$ cat src/rtl/mem_arb_pkg.sv
// -----------------------------------------------------------------------------
// mem_arb_pkg
// Shared constants for the IFU/LSU memory-port arbiter:
//   - FSM state encodings (IDLE, REQ, WAIT)
//   - requester identifiers (REQ_IF, REQ_LS), also used as one-hot grant bit
//     positions by arb_pick
//   - default parameter widths
// -----------------------------------------------------------------------------
package mem_arb_pkg;

    localparam logic [1:0] IDLE = 2'd0;
    localparam logic [1:0] REQ  = 2'd1;
    localparam logic [1:0] WAIT = 2'd2;

    localparam logic REQ_IF = 1'b0;
    localparam logic REQ_LS = 1'b1;

    localparam int DEF_ADDR_W = 64;
    localparam int DEF_DATA_W = 64;
    localparam int DEF_CNT_W  = 32;

endpackage

$ cat src/rtl/mem_arbiter_arb_pick.sv
// -----------------------------------------------------------------------------
// arb_pick
// Combinational 2-way picker for the memory arbiter.
// Configuration macro: MEM_ARB_RR_EN
//   defined   - round-robin: on a conflict the requester that is not
//               last_grant wins
//   undefined - fixed priority: LSU wins on a conflict; last_grant ignored
// Ports:
//   if_valid_i    IFU request valid
//   ls_valid_i    LSU request valid
//   last_grant_i  requester granted most recently (REQ_IF / REQ_LS)
//   grant_o       one-hot grant, bit REQ_IF = IFU, bit REQ_LS = LSU
// -----------------------------------------------------------------------------
module arb_pick
    import mem_arb_pkg::*;
(
    input  logic       if_valid_i,
    input  logic       ls_valid_i,
    input  logic       last_grant_i,
    output logic [1:0] grant_o
);

    always_comb begin
        grant_o = 2'b00;
        if (if_valid_i && ls_valid_i) begin
`ifdef MEM_ARB_RR_EN
            if (last_grant_i == REQ_LS) begin
                grant_o[REQ_IF] = 1'b1;
            end else begin
                grant_o[REQ_LS] = 1'b1;
            end
`else
            grant_o[REQ_LS] = 1'b1;
`endif
        end else if (ls_valid_i) begin
            grant_o[REQ_LS] = 1'b1;
        end else if (if_valid_i) begin
            grant_o[REQ_IF] = 1'b1;
        end
    end

`ifndef MEM_ARB_RR_EN
    // Fixed priority never consults the grant history.
    logic unused_last_grant;
    assign unused_last_grant = last_grant_i;
`endif

endmodule

$ cat src/rtl/mem_arbiter.sv
// -----------------------------------------------------------------------------
// mem_arbiter
// Shares one memory port between the instruction-fetch unit (IFU, read only)
// and the load/store unit (LSU). One transaction outstanding at a time:
//   IDLE : pick a requester (same-cycle ready), latch its request
//   REQ  : present latched request to memory until mem_req_ready
//   WAIT : forward mem_resp_valid/mem_rdata to the owner, back to IDLE
// Configuration macro: MEM_ARB_RR_EN (round-robin instead of LSU priority,
// implemented in arb_pick).
// Ports:
//   clk, rst_n                     clock, asynchronous active-low reset
//   if_req_valid/ready, if_addr    IFU request channel
//   if_resp_valid, if_rdata        IFU response channel
//   ls_req_valid/ready, ls_addr,
//   ls_wen, ls_wdata, ls_wmask     LSU request channel
//   ls_resp_valid, ls_rdata        LSU response channel (rdata for reads)
//   mem_req_valid/ready, mem_addr,
//   mem_wen, mem_wdata, mem_wmask  memory request channel (latched fields)
//   mem_resp_valid, mem_rdata      memory response channel
//   busy                           state != IDLE
//   err_spurious                   sticky: response seen outside WAIT
//   if_grant_cnt, ls_grant_cnt     saturating grant counters
// -----------------------------------------------------------------------------
module mem_arbiter
    import mem_arb_pkg::*;
#(
    parameter int ADDR_W = DEF_ADDR_W,
    parameter int DATA_W = DEF_DATA_W,
    parameter int CNT_W  = DEF_CNT_W
) (
    input  logic                clk,
    input  logic                rst_n,

    input  logic                if_req_valid,
    output logic                if_req_ready,
    input  logic [ADDR_W-1:0]   if_addr,
    output logic                if_resp_valid,
    output logic [DATA_W-1:0]   if_rdata,

    input  logic                ls_req_valid,
    output logic                ls_req_ready,
    input  logic [ADDR_W-1:0]   ls_addr,
    input  logic                ls_wen,
    input  logic [DATA_W-1:0]   ls_wdata,
    input  logic [DATA_W/8-1:0] ls_wmask,
    output logic                ls_resp_valid,
    output logic [DATA_W-1:0]   ls_rdata,

    output logic                mem_req_valid,
    input  logic                mem_req_ready,
    output logic [ADDR_W-1:0]   mem_addr,
    output logic                mem_wen,
    output logic [DATA_W-1:0]   mem_wdata,
    output logic [DATA_W/8-1:0] mem_wmask,
    input  logic                mem_resp_valid,
    input  logic [DATA_W-1:0]   mem_rdata,

    output logic                busy,
    output logic                err_spurious,
    output logic [CNT_W-1:0]    if_grant_cnt,
    output logic [CNT_W-1:0]    ls_grant_cnt
);

    localparam int MASK_W = DATA_W / 8;

    logic [1:0]        state_q, state_d;
    logic              owner_q;
    logic              last_grant_q;
    logic [ADDR_W-1:0] addr_q;
    logic              wen_q;
    logic [DATA_W-1:0] wdata_q;
    logic [MASK_W-1:0] wmask_q;
    logic [CNT_W-1:0]  if_cnt_q;
    logic [CNT_W-1:0]  ls_cnt_q;
    logic              err_q;
    logic [DATA_W-1:0] if_rdata_q;
    logic [DATA_W-1:0] ls_rdata_q;

    logic [1:0]        pick;
    logic              grant_fire;
    logic              resp_fire;

    arb_pick u_pick (
        .if_valid_i   (if_req_valid),
        .ls_valid_i   (ls_req_valid),
        .last_grant_i (last_grant_q),
        .grant_o      (pick)
    );

    assign grant_fire = (state_q == IDLE) && (|pick);
    assign resp_fire  = (state_q == WAIT) && mem_resp_valid;

    // Readies are gated by rst_n so nothing is granted while reset is held,
    // even though the picker itself is purely combinational.
    assign if_req_ready  = grant_fire && pick[REQ_IF] && rst_n;
    assign ls_req_ready  = grant_fire && pick[REQ_LS] && rst_n;

    assign mem_req_valid = (state_q == REQ);
    assign mem_addr      = addr_q;
    assign mem_wen       = wen_q;
    assign mem_wdata     = wdata_q;
    assign mem_wmask     = wmask_q;

    assign if_resp_valid = resp_fire && (owner_q == REQ_IF);
    assign ls_resp_valid = resp_fire && (owner_q == REQ_LS);

    // Pass the response through in the delivery cycle, otherwise hold the
    // last value routed to that requester.
    assign if_rdata = if_resp_valid ? mem_rdata : if_rdata_q;
    assign ls_rdata = ls_resp_valid ? mem_rdata : ls_rdata_q;

    assign busy         = (state_q != IDLE);
    assign err_spurious = err_q;
    assign if_grant_cnt = if_cnt_q;
    assign ls_grant_cnt = ls_cnt_q;

    always_comb begin
        state_d = state_q;
        case (state_q)
            IDLE: if (grant_fire)     state_d = REQ;
            REQ:  if (mem_req_ready)  state_d = WAIT;
            WAIT: if (mem_resp_valid) state_d = IDLE;
            default:                  state_d = IDLE;
        endcase
    end

    always_ff @(posedge clk or negedge rst_n) begin
        if (!rst_n) begin
            state_q      <= IDLE;
            owner_q      <= REQ_IF;
            last_grant_q <= REQ_IF;
            addr_q       <= '0;
            wen_q        <= 1'b0;
            wdata_q      <= '0;
            wmask_q      <= '0;
            if_cnt_q     <= '0;
            ls_cnt_q     <= '0;
            err_q        <= 1'b0;
            if_rdata_q   <= '0;
            ls_rdata_q   <= '0;
        end else begin
            state_q <= state_d;

            if (grant_fire) begin
                if (pick[REQ_LS]) begin
                    owner_q      <= REQ_LS;
                    last_grant_q <= REQ_LS;
                    addr_q       <= ls_addr;
                    wen_q        <= ls_wen;
                    wdata_q      <= ls_wdata;
                    wmask_q      <= ls_wmask;
                    if (!(&ls_cnt_q)) ls_cnt_q <= ls_cnt_q + CNT_W'(1);
                end else begin
                    // Fetches are always reads with no byte lanes enabled.
                    owner_q      <= REQ_IF;
                    last_grant_q <= REQ_IF;
                    addr_q       <= if_addr;
                    wen_q        <= 1'b0;
                    wdata_q      <= '0;
                    wmask_q      <= '0;
                    if (!(&if_cnt_q)) if_cnt_q <= if_cnt_q + CNT_W'(1);
                end
            end

            if (mem_resp_valid && (state_q != WAIT)) err_q <= 1'b1;

            if (if_resp_valid) if_rdata_q <= mem_rdata;
            if (ls_resp_valid) ls_rdata_q <= mem_rdata;
        end
    end

endmodule

$ cat config.mk
export PLATFORM = sky130hd
export DESIGN_NAME = mem_arbiter
export DESIGN_NICKNAME = d
export VERILOG_FILES = /design/src/rtl/mem_arb_pkg.sv /design/src/rtl/mem_arbiter_arb_pick.sv /design/src/rtl/mem_arbiter.sv
export SDC_FILE = /design/constraint.sdc
export NUM_CORES = 1
export LEC_CHECK = 0
export ABC_CLOCK_PERIOD_IN_PS = 3800
export CAP_MARGIN = 25
export CORE_AREA = 2 2 236 238
export CTS_CLUSTER_DIAMETER = 50
export DETAILED_ROUTE_END_ITERATION = 16
export DIE_AREA = 0 0 238 240
export HOLD_SLACK_MARGIN = 0.1
export PLACE_DENSITY = 0.55
export SLEW_MARGIN = 25
export SYNTH_ARGS = -nofsm -noshare
export SYNTH_HDL_FRONTEND = slang
export SYNTH_SLANG_ARGS = --single-unit
$ cat constraint.sdc
create_clock -name clk -period 3.8 [get_ports clk]
set_input_delay 0.57 -clock clk [delete_from_list [all_inputs] [get_ports clk]]
set_output_delay 0.57 -clock clk [all_outputs]
set_load 0.01 [all_outputs]
* Word level (Yosys, flattened, before mapping)
Cells that the tools add are included.
Cells by class: equal/unequal tests 6, bitwise gates (word level) 4, multipliers 0, div/mod/pow operators 0, order comparisons 0, shifts and indexed selects 0, muxes and demuxes 16, add/subtract/negate cells 2, reductions and logical operators 18
Operator list (number):
- 2-to-1 mux 64 bit | 4
- adder 32 x 1 -> 32 bit (second input constant) | 2
- AND reduction 32 bit | 2
- logical AND 1 bit | 10
- AND reduction 3 bit | 3
- 2-to-1 mux 8 bit | 1
- 2-to-1 mux 1 bit | 7
- 2-to-1 mux 2 bit | 3
- != test 2 bit (second input constant) | 3
- case mux 2 bit (3 select lines) | 1
- inverter 1 bit | 4
- == test 2 x 1 -> 1 bit (second input constant) | 1
- == test 2 bit (second input constant) | 1
- zero test 2 bit | 1
- != test 2 x 1 -> 1 bit (second input constant) | 1
- nonzero test 2 bit | 1
- OR reduction 2 bit | 1
Storage, ports and cells: output and inout port bits 336, memory bits (read-only) 0, register bits 333, latch bits 0, RAM bits 0, memories 0

* Depth between registers and ports, before layout
word-level depth 7, gate-level depth with buffers 7, depth with buffers taken out 6

* Cells and area by module
From an unflattened synthesis, not the netlist that was laid out.
Unflattened totals: cell total of the unflattened synthesis 1183, area total of the unflattened synthesis 13568.0 µm²
Modules (own cells, without submodules):
- mem_arbiter | instances 1, cells each 1181, area each 13558.0 µm², seq. area each 8333.0 µm²
- arb_pick | instances 1, cells each 2, area each 10.0 µm², seq. area each 0.0 µm²

* Least setup slack after synthesis
No wires, ideal clock.
path type in2reg, start input port ls_req_valid, end register ls_cnt_q[27], in the netlist ls_grant_cnt[27], data arrival time 2331 ps, data required time 3674 ps, stages on the path 6, path buffers 1, setup slack 1343 ps, setup time 126 ps, cell sequence or3b_1 clkbuf_1 or4_1 a2111oi_4 nand4_1 xnor2_1
On the way: word-level cells in the longest chain between the ends 5, elaborated cells between the ends (all ways) 8, those cells by class mux (4); reduce/logical (4)
Ends and longest elaborated chain:
- start, declared | RTL line mem_arbiter.sv:40 | input logic ls_req_valid,
- 2-to-1 mux 1 bit / logical AND 1 bit (equally long branches) | RTL line mem_arbiter_arb_pick.sv:35, mem_arbiter_arb_pick.sv:25
- 2-to-1 mux 1 bit | RTL line mem_arbiter_arb_pick.sv:25 | if (if_valid_i && ls_valid_i) begin
- OR reduction 2 bit | RTL line mem_arbiter.sv:90 | assign grant_fire = (state_q == IDLE) && (|pick);
- logical AND 1 bit | RTL line mem_arbiter.sv:90
- AND reduction 3 bit (no source line) (*)
- end signal, assigned | RTL line mem_arbiter.sv:152 | if (!(&ls_cnt_q)) ls_cnt_q <= ls_cnt_q + CNT_W'(1);
- end, declared | RTL line mem_arbiter.sv:74 | logic [CNT_W-1:0] ls_cnt_q;
Mark *: on every way between the ends. The rest lies on a longest branch, timed or not. A chain may end at the register's enable or synchronous reset.

* Worst setup path after layout
start register state_q[1], end output port if_rdata[32]
On the way: word-level cells in the longest chain between the ends 4
Ends and longest elaborated chain:
- start, declared | RTL line mem_arbiter.sv:66 | logic [1:0] state_q, state_d;
- start signal, assigned | RTL line mem_arbiter.sv:142 | state_q <= state_d;
- == test 2 bit | RTL line mem_arbiter.sv:91 | assign resp_fire = (state_q == WAIT) && mem_resp_valid;
- logical AND 1 bit | RTL line mem_arbiter.sv:91
- logical AND 1 bit | RTL line mem_arbiter.sv:104 | assign if_resp_valid = resp_fire && (owner_q == REQ_IF);
- 2-to-1 mux 64 bit
- end, declared | RTL line mem_arbiter.sv:38 | output logic [DATA_W-1:0] if_rdata,
Every way passes these cells.

==> results by group <==
Yosys
  – Post-Synth Adder-Cell Area: 0.186%
  – Combinational family with the most area after synthesis: simple AND/OR/NAND/NOR gates
  – Gate Count Post-Synth: 1156
  – Flip-flop and latch count after synthesis: 333
  – Mean area per synthesized cell: 11.6 µm²
  – Post-Syn Nets: 1429
  – Proportion of netlist area held by the largest area contributor: 62.0%
  – Cell area after technology mapping: 13400 µm²
  – Area leader, netlist: dfrtp_1
  – YS warnings: 0
  – Xor and xnor fraction of the mapped netlist area: 3.91%
  – Post-synthesis compound-gate area fraction: 7.77%
  – Area share of and/or/nand/nor cells after synthesis: 13.9%
  – Multiplexer share of the synthesized area: 10.3%
  – Yosys cell types: 39
  – Largest cells by area after synthesis: dfrtp_1, nand2_1, mux2i_1, a22o_1, mux2_2
  – Sequential cell area fraction in the yosys report: 62.0%

CTS
  – Clock tree sinks: 333
  – Buffers from clock root to sink, at most: 3
  – Latest clock arrival within the worst-skew pair: 0.58 ns
  – Number of buffers created by CTS: 51
  – Maximum level of the CTS H-tree: 2
  – TritonCTS clock tree: yes
  – Post_cts resized: 0
  – Cell at the root of the clock tree: clkbuf_16
  – Clock transition at the register clock pins on the worst setup and hold paths after CTS: 0.06 ns

Placed design
  – Placer's final routability congestion estimate: 0.808
  – Placement Setup Slack: 0.521 ns
  – PortBufs: 606
  – DP HPWL: 38.5 mm

Detailed routing
  – Number of routed nets with antenna violations: 0
  – 1st-pass router iterations: 5
  – WL met2: 24.7 mm
  – DR WL/cell: 19.9 µm
  – Met3 Routed Length: 4.19 mm
  – Routed wire length: 50.3 mm
  – Detailed-route via count: 11099
  – Met1 wire length: 19.0 mm
  – Top routing layer in use: met5
  – Detailed-route DRC error count: 0
  – DRC violation total after the first TritonRoute iteration: 488
  – Vias per Instance: 4.39

Global routing
  – Via count of the first global-routing pass: 11678
  – Initial antenna violation count: 5
  – GR Overflow Total: 0
  – Overall track demand over capacity in global routing: 17.1%
  – Wire length of the first global-routing pass: 73.7 mm
  – Pin count of the biggest net entering global routing: 148

Critical path
  – Cell breakdown of the critical path: nor2b_1 -> nand2_1 -> nor2_4 -> buf_12 -> mux2_2 -> clkdlybuf4s50_1
  – Data arrival time of the critical path: 2.90 ns
  – Critical-path top delay cell: dfrtp_1
  – Type of origin of the critical path: flop
  – Dominant delay contributor by cell family on the critical path: buffers and inverters
  – Crit path capture type: primary output
  – Crit path max fanout: 41
  – Buffers and inverters on the worst path: 2
  – Critical path's largest stage delay: 0.49 ns
  – Data required time at the worst endpoint: 3.23 ns
  – Crit Path Category: reg2out

Floorplanning
  – Std-Cell Rows: 86
  – Die Area: 57100 µm²
  – Initial cell density of the core: 24.6%
  – Core footprint: 54700 µm²
  – Die extent in y: 240 µm
  – Die span in x: 238 µm
  – Boundary pin count: 607

STA
  – Final Hold Fails: 0
  – Final cycle utilization of the critical path: 91.4%
  – Tmin final: 3.47 ns
  – Count of final setup violators: 0
  – Highest attainable clock frequency: 288 MHz
  – Minimum setup slack in the final design: 0.327 ns
  – Setup_tns: 0 ns
  – Final count of pins violating max slew: 0
  – Unrepaired setup endpoints after global routing: false
  – Slew margin rel.: 38.1%
  – Slew @ Worst Pin: 0.929 ns
  – Clock Skews: 0.0186 ns

Flow run
  – Max capacitance violation total: 0

Final layout
  – Ratio of cells with drive above 1 in the final layout: 9.62%
  – Final core area utilization: 40.7%
  – Final #Nets: 2052
  – Layout overhead on the synthesized area: 65.8%

Pwr
  – Total power after layout: 17.9 mW
  – IR drop worst, VDD: 0.000396 V
  – Power per cell area: 802 nW/µm²
  – Total leakage power: 9.81 nW

Hold path
  – Class of the tightest hold or removal check: in2async

Run status
  – Result of the run: completed
cell type report:
cell class	count	area, µm²
Tap cell	704	881
Sequential cell	333	8330
Antenna cell	3	7.51
Fill cell	5287	32400
Timing Repair Buffer	634	6390
Clock inverter	29	349
Clock buffer	64	1420
Multi-Input combinational cell	755	4880
Inverter	4	15.0
routing by layer:
layer / vias up / track usage, %
li1: 5276 / -
met1: 5292 / 19.1
met2: 424 / 29.4
met3: 101 / 6.03
met4: 6 / 7.82
met5: - / 0
path summary, 6_finish.rpt:
| path | from | to | slack (ns) | depth (start not counted) |
|---|---|---|---|---|
| min in group clk | err_spurious$_DFFE_PN0P_ | err_spurious$_DFFE_PN0P_ | 0.47 | 1 |
| max in group asynchronous | rst_n | ls_grant_cnt[26]$_DFFE_PN0P_ | 2.23 | 3 |
| worst max register to register | state_q[1]$_DFFE_PN0P_ | ls_grant_cnt[27]$_DFFE_PN0P_ | 1.16 | 5 |
| worst min-delay path | rst_n | if_rdata_q[27]$_DFF_PN0_ | 0.41 | 2 |
| worst max-delay path | state_q[1]$_DFFE_PN0P_ | if_rdata[32] | 0.33 | 6 |
| worst min register to register | err_spurious$_DFFE_PN0P_ | err_spurious$_DFFE_PN0P_ | 0.47 | 1 |
repair_timing:
item	in CTS	in global routing
hold buffers	1	0
setup buffers	0	0
hold endpoints to repair	14	0
cell families after synthesis:
group | Yosys count
xor gates and xnor gates | 60
and+or+nand+nor | 416
AOI/OAI and AO/OA | 147
buffers and inverters | 68
adders and majority gates | 2
DFF | 333
muxes | 130
Yosys cell counts:
cell type  number
or3_1           1
and4_1         10
xor2_1         15
nor4b_2         1
o2bb2ai_1       1
a21o_1          1
o21bai_1        1
or4_1           1
nor4_1          6
nand2_1       280
nor2_1         18
buf_1           9
dfrtp_1       333
a21oi_1         4
clkbuf_1       55
nor3b_1         2
nor4_2          1
xnor2_1        45
nand2b_1        2
mux2_2         51
inv_1           4
o21ai_1        27
nand4_1        36
nor3_1          7
a2111oi_4       1
or3b_1          1
or4b_1          1
and2_1          8
o21ai_0        38
mux2_1         15
nand3_1        25
a22o_1         73
mux2i_1        64
nor4b_1         1
or2_1           1
and3_1         13
o21a_1          1
nor2b_1         1
ha_1            2
stage by stage:
step                hold WS (ns)  instance area (µm²)  std cells
detailed placement         0.421                20500       2429
CTS                        0.384                22300       2523
finish                     0.413                22300       2526
global route               0.386                22300       2524
floorplan                  0.274                13400       1156
global placement           0.420                20500       2429
state kept, by name, summed over array words and instances (netlist names):
signal / flops
if_rdata_q: 64
ls_rdata_q: 64
mem_addr: 64
mem_wdata: 64
if_grant_cnt: 32
ls_grant_cnt: 32
mem_wmask: 8
state_q: 2
err_spurious: 1
mem_wen: 1
owner_q: 1
layout by cell type (no fill, tap or decap), drive strengths merged, types with 2 or more instances in the layout:
cell type / count
nor3: 7
buf: 29
nor3b: 2
o21ai: 65
clkinv: 15
a21oi: 4
nand2: 280
nor4: 7
bufinv: 6
nand4: 36
clkdlybuf4s50: 604
clkbuf: 64
dfrtp: 333
mux2i: 64
a22o: 73
mux2: 66
inv: 11
nand2b: 2
xor2: 15
nor2: 18
nor4b: 2
diode: 3
and4: 10
ha: 2
and2: 8
nand3: 25
xnor2: 45
and3: 13
where the power goes:
group	switching (mW)	internal, mW	leakage [nW]
Combinational	3.35	3.96	4.71
Sequential	0.693	5.02	4.23
Clock	1.77	3.07	0.874
(Power assumes the default switching activity.)
